===== src/rtl/shift_pkg.sv =====
// Shared constants for the universal shift register: shift modes and FSM state encoding.
package shift_pkg;

    localparam int unsigned MODE_W = 3;
    localparam int unsigned ST_W   = 1;

    // One step of the selected operation; codes 6 and 7 behave as HOLD.
    localparam logic [MODE_W-1:0] MODE_HOLD = 3'd0;
    localparam logic [MODE_W-1:0] MODE_SHR  = 3'd1;
    localparam logic [MODE_W-1:0] MODE_SHL  = 3'd2;
    localparam logic [MODE_W-1:0] MODE_ROR  = 3'd3;
    localparam logic [MODE_W-1:0] MODE_ROL  = 3'd4;
    localparam logic [MODE_W-1:0] MODE_ASR  = 3'd5;

    localparam logic [ST_W-1:0] ST_IDLE = 1'b0;
    localparam logic [ST_W-1:0] ST_RUN  = 1'b1;

endpackage


===== src/rtl/shift_reg_univ_if.sv =====
// Control/data bundle of shift_reg_univ.
// master: load, pdata, start, mode, count, si_r, si_l out; q, so_r, so_l, busy, done in.
// slave : the mirror image, used by the register itself.
interface shift_reg_univ_if
    import shift_pkg::*;
#(
    parameter int unsigned WIDTH = 8,
    parameter int unsigned CNT_W = $clog2(WIDTH + 1)
);
    logic              load;
    logic [WIDTH-1:0]  pdata;
    logic              start;
    logic [MODE_W-1:0] mode;
    logic [CNT_W-1:0]  count;
    logic              si_r;
    logic              si_l;
    logic [WIDTH-1:0]  q;
    logic              so_r;
    logic              so_l;
    logic              busy;
    logic              done;

    modport master (
        output load, pdata, start, mode, count, si_r, si_l,
        input  q, so_r, so_l, busy, done
    );

    modport slave (
        input  load, pdata, start, mode, count, si_r, si_l,
        output q, so_r, so_l, busy, done
    );
endinterface


===== src/rtl/shift_step.sv =====
// Combinational single-step shifter: returns q after one operation of the given mode.
// Ports: q (current word), mode, si_r (MSB fill for SHR), si_l (LSB fill for SHL) -> nxt.
module shift_step
    import shift_pkg::*;
#(
    parameter int unsigned WIDTH = 8
) (
    input  logic [WIDTH-1:0]  q,
    input  logic [MODE_W-1:0] mode,
    input  logic              si_r,
    input  logic              si_l,
    output logic [WIDTH-1:0]  nxt
);

    // Reserved codes fall into the default and leave the word untouched.
    always_comb begin
        nxt = q;
        case (mode)
            MODE_HOLD: nxt = q;
            MODE_SHR:  nxt = {si_r, q[WIDTH-1:1]};
            MODE_SHL:  nxt = {q[WIDTH-2:0], si_l};
            MODE_ROR:  nxt = {q[0], q[WIDTH-1:1]};
            MODE_ROL:  nxt = {q[WIDTH-2:0], q[WIDTH-1]};
            MODE_ASR:  nxt = {q[WIDTH-1], q[WIDTH-1:1]};
            default:   nxt = q;
        endcase
    end

endmodule


===== src/rtl/shift_reg_univ.sv =====
// Universal WIDTH-bit shift register with parallel load and counted shift bursts.
// Ports: clk, clr (sync active-high clear), bus (slave side of shift_reg_univ_if):
//   load/pdata parallel load, start/mode/count burst request, si_r/si_l serial in,
//   q register, so_r/so_l serial out, busy during a burst, done one-cycle completion pulse.
module shift_reg_univ
    import shift_pkg::*;
#(
    parameter int unsigned WIDTH = 8,
    parameter int unsigned CNT_W = $clog2(WIDTH + 1)
) (
    input  logic                  clk,
    input  logic                  clr,
    shift_reg_univ_if.slave       bus
);

    logic [ST_W-1:0]   state, state_n;
    logic [WIDTH-1:0]  q_r, q_n;
    logic [CNT_W-1:0]  cnt_r, cnt_n;
    logic [MODE_W-1:0] mode_r, mode_n;
    logic              busy_r, busy_n;
    logic              done_r, done_n;
    logic [WIDTH-1:0]  step_q;

    // Next word for one shift with the mode latched at start.
    shift_step #(.WIDTH(WIDTH)) u_step (
        .q    (q_r),
        .mode (mode_r),
        .si_r (bus.si_r),
        .si_l (bus.si_l),
        .nxt  (step_q)
    );

    // State and datapath registers; clr wins over everything, including a running burst.
    always_ff @(posedge clk) begin
        if (clr) begin
            state  <= ST_IDLE;
            q_r    <= '0;
            cnt_r  <= '0;
            mode_r <= MODE_HOLD;
            busy_r <= 1'b0;
            done_r <= 1'b0;
        end else begin
            state  <= state_n;
            q_r    <= q_n;
            cnt_r  <= cnt_n;
            mode_r <= mode_n;
            busy_r <= busy_n;
            done_r <= done_n;
        end
    end

    // Next-state and next-output logic.
    always_comb begin
        state_n = state;
        q_n     = q_r;
        cnt_n   = cnt_r;
        mode_n  = mode_r;
        busy_n  = 1'b0;
        done_n  = 1'b0;
        case (state)
            ST_IDLE: begin
                // Load takes priority; a simultaneous start is dropped.
                if (bus.load) begin
                    q_n = bus.pdata;
                end else if (bus.start) begin
                    if (bus.count == '0) begin
                        done_n = 1'b1;
                    end else begin
                        mode_n  = bus.mode;
                        cnt_n   = bus.count;
                        state_n = ST_RUN;
                        busy_n  = 1'b1;
                    end
                end
            end
            ST_RUN: begin
                q_n   = step_q;
                cnt_n = cnt_r - CNT_W'(1);
                if (cnt_r == CNT_W'(1)) begin
                    state_n = ST_IDLE;
                    done_n  = 1'b1;
                end else begin
                    busy_n = 1'b1;
                end
            end
            default: begin
                state_n = ST_IDLE;
            end
        endcase
    end

    assign bus.q    = q_r;
    assign bus.busy = busy_r;
    assign bus.done = done_r;
    assign bus.so_r = q_r[0];
    assign bus.so_l = q_r[WIDTH-1];

endmodule


===== src/flat_wrapper.sv =====
// flat-port wrapper written by rule: the top's interface ports become plain ports
module shift_reg_univ_flat import shift_pkg::*;
#(
    parameter int unsigned WIDTH = 8,
    parameter int unsigned CNT_W = $clog2(WIDTH + 1)
)
  (clk, clr, bus_load, bus_pdata, bus_start, bus_mode, bus_count, bus_si_r, bus_si_l, bus_q, bus_so_r, bus_so_l, bus_busy, bus_done);
  shift_reg_univ_if #(.WIDTH(WIDTH), .CNT_W(CNT_W)) bus_i ();
  input  logic clk;
  input  logic clr;
  input wire logic [$bits(bus_i.load)-1:0] bus_load;
  input wire logic [$bits(bus_i.pdata)-1:0] bus_pdata;
  input wire logic [$bits(bus_i.start)-1:0] bus_start;
  input wire logic [$bits(bus_i.mode)-1:0] bus_mode;
  input wire logic [$bits(bus_i.count)-1:0] bus_count;
  input wire logic [$bits(bus_i.si_r)-1:0] bus_si_r;
  input wire logic [$bits(bus_i.si_l)-1:0] bus_si_l;
  output wire logic [$bits(bus_i.q)-1:0] bus_q;
  output wire logic [$bits(bus_i.so_r)-1:0] bus_so_r;
  output wire logic [$bits(bus_i.so_l)-1:0] bus_so_l;
  output wire logic [$bits(bus_i.busy)-1:0] bus_busy;
  output wire logic [$bits(bus_i.done)-1:0] bus_done;
  assign bus_i.load = bus_load;
  assign bus_i.pdata = bus_pdata;
  assign bus_i.start = bus_start;
  assign bus_i.mode = bus_mode;
  assign bus_i.count = bus_count;
  assign bus_i.si_r = bus_si_r;
  assign bus_i.si_l = bus_si_l;
  assign bus_q = bus_i.q;
  assign bus_so_r = bus_i.so_r;
  assign bus_so_l = bus_i.so_l;
  assign bus_busy = bus_i.busy;
  assign bus_done = bus_i.done;
  shift_reg_univ #(.WIDTH(WIDTH), .CNT_W(CNT_W)) u_core (.clk(clk), .clr(clr), .bus(bus_i));
endmodule

===== config.mk =====
export PLATFORM = sky130hd
export DESIGN_NAME = shift_reg_univ_flat
export DESIGN_NICKNAME = d
export VERILOG_FILES = /design/src/rtl/shift_pkg.sv /design/src/rtl/shift_reg_univ_if.sv /design/src/rtl/shift_step.sv /design/src/rtl/shift_reg_univ.sv /design/src/flat_wrapper.sv
export SDC_FILE = /design/constraint.sdc
export NUM_CORES = 1
export LEC_CHECK = 0
export CORE_ASPECT_RATIO = 0.7
export CORE_UTILIZATION = 55
export DETAILED_ROUTE_END_ITERATION = 7
export DONT_BUFFER_PORTS = 1
export GPL_TIMING_DRIVEN = 0
export PLACE_DENSITY = 0.7
export SETUP_SLACK_MARGIN = 0.5
export SYNTH_ARGS = -nofsm -noshare
export SYNTH_HDL_FRONTEND = slang
export SYNTH_HIERARCHICAL = 1
export SYNTH_SLANG_ARGS = --single-unit

===== constraint.sdc =====
create_clock -name clk -period 3.6 [get_ports clk]
set_clock_uncertainty 0.1 [all_clocks]
set_input_delay 0.54 -clock clk [delete_from_list [all_inputs] [get_ports clk]]
set_output_delay 0.54 -clock clk [all_outputs]
set_load 0.05 [all_outputs]

# After elaboration in Yosys (flattened, before gate mapping)
# Cells that the tools add are included.
totals:
  latchBits: 0
  out_inout_bits: 12
  ff_bits: 17
  n_memories: 0
  mem_bits_rw: 0
  rom_bits: 0
op_classes:
  n_lt_le_gt_ge: 0
  n_shift: 0
  mux: 17
  n_reduce_logical: 5
  n_div: 0
  bitwise: 3
  n_addsub: 1
  n_eq_ne: 13
  mul: 0
ops:
  columns: ["operator", "count"]
  rows:
  - ["$pmux W8 S5", 1]
  - ["$pmux W8 S2", 1]
  - ["$mux W4", 3]
  - ["$ne A2 B2 Y1 const B", 5]
  - ["$mux W1", 8]
  - ["$mux W8", 1]
  - ["$pmux W4 S2", 1]
  - ["$eq A3 B2 Y1 const B", 2]
  - ["$eq A3 B3 Y1 const B", 2]
  - ["$ne A6 B6 Y1 const B", 1]
  - ["$reduce_and A3 Y1", 2]
  - ["$ne A5 B5 Y1 const B", 1]
  - ["$eq A4 B1 Y1 const B", 1]
  - ["$logic_not A4 Y1", 1]
  - ["$pmux W1 S2", 2]
  - ["$reduce_and A4 Y1", 1]
  - ["$sub A4 B1 Y4 const B", 1]
  - ["$eq A3 B1 Y1 const B", 1]
  - ["$not A1 Y1", 3]
  - ["$reduce_and A2 Y1", 1]

# Depth between registers and ports, before layout
logic_depth:
  word_depth: 5
  ltp_mapped: 7

# Cells and area by module
# The synthesis kept the hierarchy.
modules_own_cells:
  columns: ["module", "area_each_um2", "n_inst", "cells_each"]
  rows:
  - ["shift_reg_univ", 874.6, 1, 98]
  - ["shift_step", 372.9, 1, 42]

# Worst setup path after synthesis
# No wires, ideal clock.
synth_timing:
  path_type: "reg-to-output"
  start: "register u_core.q_r[0] (netlist: u_core/bus.q[0])"
  end: "output bus_q[0]"
  required_time_ns: 2.960
  slack_ns: 1.955
  n_path_buf: 1
  arrival_time_ns: 1.005
  path_stages_with_launch: 2
  cell_sequence: "dfxtp_1 buf_4"
synth_lines:
  columns: ["item", "line_no", "text"]
  rows:
  - ["start, declared", "shift_reg_univ.sv:17", "logic [WIDTH-1:0] q_r, q_n;"]
  - ["start signal, assigned", "shift_reg_univ.sv:44", "q_r <= q_n;"]
  - ["end, declared", "flat_wrapper.sv:18", "output wire logic [$bits(bus_i.q)-1:0] bus_q;"]
# No word-level cell between the ends.

# Worst setup path in the final report
layout_timing:
  start: "register u_core.q_r[0] (netlist: u_core/bus.q[0])"
  end: "output bus_q[0]"
# No word-level cell between the ends.

==> results.yml <==
run_status:
  outcome: "finished, final reports clean"
global_route:
  grt.overflow.total: 0
  grt_pass1_vias: 931
  grt_pass1_wl_um: 4360
  grt_max_degree: 11
  antenna_found_initial: 0
  track_usage_pct: 23.8
placement:
  port_buffers: 0
  hpwl_um: 1920
  globalplace.congestion: 0.880
  dp_cells: 172
  placed_area_um2: 1290
setup_path:
  slowest_stage: "dfxtp_1"
  worstPathMaxFanout: 8
  critPathLaunchType: "register"
  cp.required_ns: 2.96
  cp-end-kind: "output pin"
  crit_type: "register to output pin"
  critical_path_arrival_ns: 1.39
  critPathMaxStageDelay_ns: 0.78
  crit_buf_inv: 1
  crit_chain: "buf_4"
  path_delay_family: "flip-flops"
routing:
  drtAntennaViolNets: 0
  first_iter_violations: 45
  wire_per_inst_um: 15.4
  firstDrtPassIters: 4
  routed_wirelength_um: 2710
  vias: 1053
  vias_per_cell: 5.98
  drc: 0
min_path:
  hp-class: "input pin to register"
pwr:
  irDropWorstVdd_v: 0.000199
  p_leak_nw: 0.512
  comb_power_share_pct: 24.7
  p_seq_share_pct: 53.0
  power.density_nw_per_um2: 359
  pwr-share-clk_pct: 22.3
  switching_share_pct: 36.6
  internal_power_mw: 0.299
  p_sw_mw: 0.173
logic_synthesis:
  async_flop_share_pct: 0
  synth-main-ff-cell: "dfxtp_1"
  synth-edff-count: 0
  syn_inst: 140
  syn_area_um2: 1250
  ys_warn_count: 6
  syn_avg_cell_area_um2: 8.91
  ys_ff_latch: 17
  synth_seq_area_share_pct: 27.3
  synth_fp_nets: 163
  synth.distinct_cells: 40
cts:
  cts_tree: "built"
  clk_latency_ns: 0.30
  post_cts_buffers: 0
  cts_sinks: 17
  cts_hold_buffers: 0
  cts_buffer_depth: 2
  root_buffer: "clkbuf_4"
  clk_pin_slew_worst_paths_ns: 0.11
  numCtsBuffers: 3
  h-tree-depth: 1
  cts_resized: 0
layout:
  nets: 168
  syn2layout_area_growth_pct: 5.42
  final_cell_count_no_fill: 176
  design_area_um2: 1320
  most-common-layout-cells: "17 x nand2_1, 17 x dfxtp_1, 12 x a21oi_1"
  layout-drive-gt1-share_pct: 19.4
  antenna_cells: 0
floorplan:
  pin_count: 33
  die_x_um: 58.9
  die-area_um2: 2470
  core.rowCount: 14
  core_area_um2: 2140
  die-height_um: 41.8
  start_util_pct: 58.4
timing:
  slew_violations: 0
  timing.final.hold_violations: 0
  setup_viol: 0
  fin_crit_ns: 2.03
  slew_headroom_pct: 54.0
  layout_worst_path_cycle_share_pct: 56.4
  fmax_mhz: 493
  rsz0062_at_grt: "false"
  worstMarginPinSlew_ns: 0.689
  setup_tns_ns: 0
job:
  maxCapViolations: 0
[power by group through the flow]
stage	registers [mW]	clock network (mW)	logic, mW
floorplan	0.249	0	0.0997
global placement	0.254	0	0.113
global route	0.254	0.117	0.129
detailed placement	0.255	0	0.116
finish	0.250	0.105	0.117
CTS	0.250	0.111	0.116
[metrics by stage]
stage	hold slack (ns)	utilization [%]	setup slack [ns]	total power, mW
after floorplan	0.375	-	1.96	0.349
after global placement	0.399	60.2	1.85	0.367
after detailed placement	0.412	60.2	1.84	0.370
after CTS	0.272	61.5	1.56	0.477
after global routing	0.285	61.5	1.48	0.499
final	0.282	61.5	1.57	0.473
[Yosys cell counts, drive strengths merged (2+ instances only)]
cell     count  area share, %
a21o         6            3.6
inv          4            1.2
a31oi        3            1.5
a22o         7            4.9
nand2       17            5.1
dfxtp       17             27
mux2i       11            8.8
a21oi       12            4.8
nand3        2           0.80
nor2         3            1.1
a211oi       2            1.2
clkbuf       3           0.90
o211ai       3            2.2
ha           2            2.0
mux2         9            8.4
o2bb2ai      6            4.2
or2          2            1.0
nand2b       8            4.0
buf          9            6.0
[final timing paths]
kind / start / end / slack [ns] / cells after the start
setup / recovery: u_core/bus.q[0]$_SDFFE_PP0P_ / bus_q[0] / 1.57 / 1
setup reg to reg: u_core/bus.busy$_SDFF_PP0_ / u_core/bus.done$_SDFF_PP0_ / 1.82 / 4
hold reg to reg: u_core/mode_r[2]$_SDFFE_PP0P_ / u_core/mode_r[2]$_SDFFE_PP0P_ / 0.43 / 2
hold / removal: bus_mode[2] / u_core/mode_r[2]$_SDFFE_PP0P_ / 0.28 / 2
[registers in the layout, summed over array words and instances, names as in the netlist]
name             count
u_core/bus.busy      1
u_core/bus.q         8
u_core/mode_r        3
u_core/cnt_r         4
u_core/bus.done      1
[cell families (layout without fill, tap and decap cells)]
group           after synthesis  after routing  share of synthesized area, %
buf+inv                      16             20                          8.12
flops                        17             17                          27.3
simple gates                 38             38                          17.2
mux                          20             20                          17.3
fa+ha+maj                     2              2                          2.01
compound gates               47             47                          28.2
[area by class of cell]
cell class | instances | area [µm²]
clock buffer | 3 | 22.5
fill | 190 | 822
multi-input combinational | 107 | 806
tap | 32 | 40.0
buffer | 12 | 86.3
inverter | 4 | 15.0
sequential | 17 | 340
clock inverter | 1 | 5.00
[layer usage]
layer | GRT usage (%) | share of wire, %
met1 | 34.4 | 48
met2 | 35.7 | 42
met3 | 7.17 | 9.2
met4 | 2.86 | 0.41
met5 | 0 | 0
No activity file was read; power rests on OpenSTA's default activity.
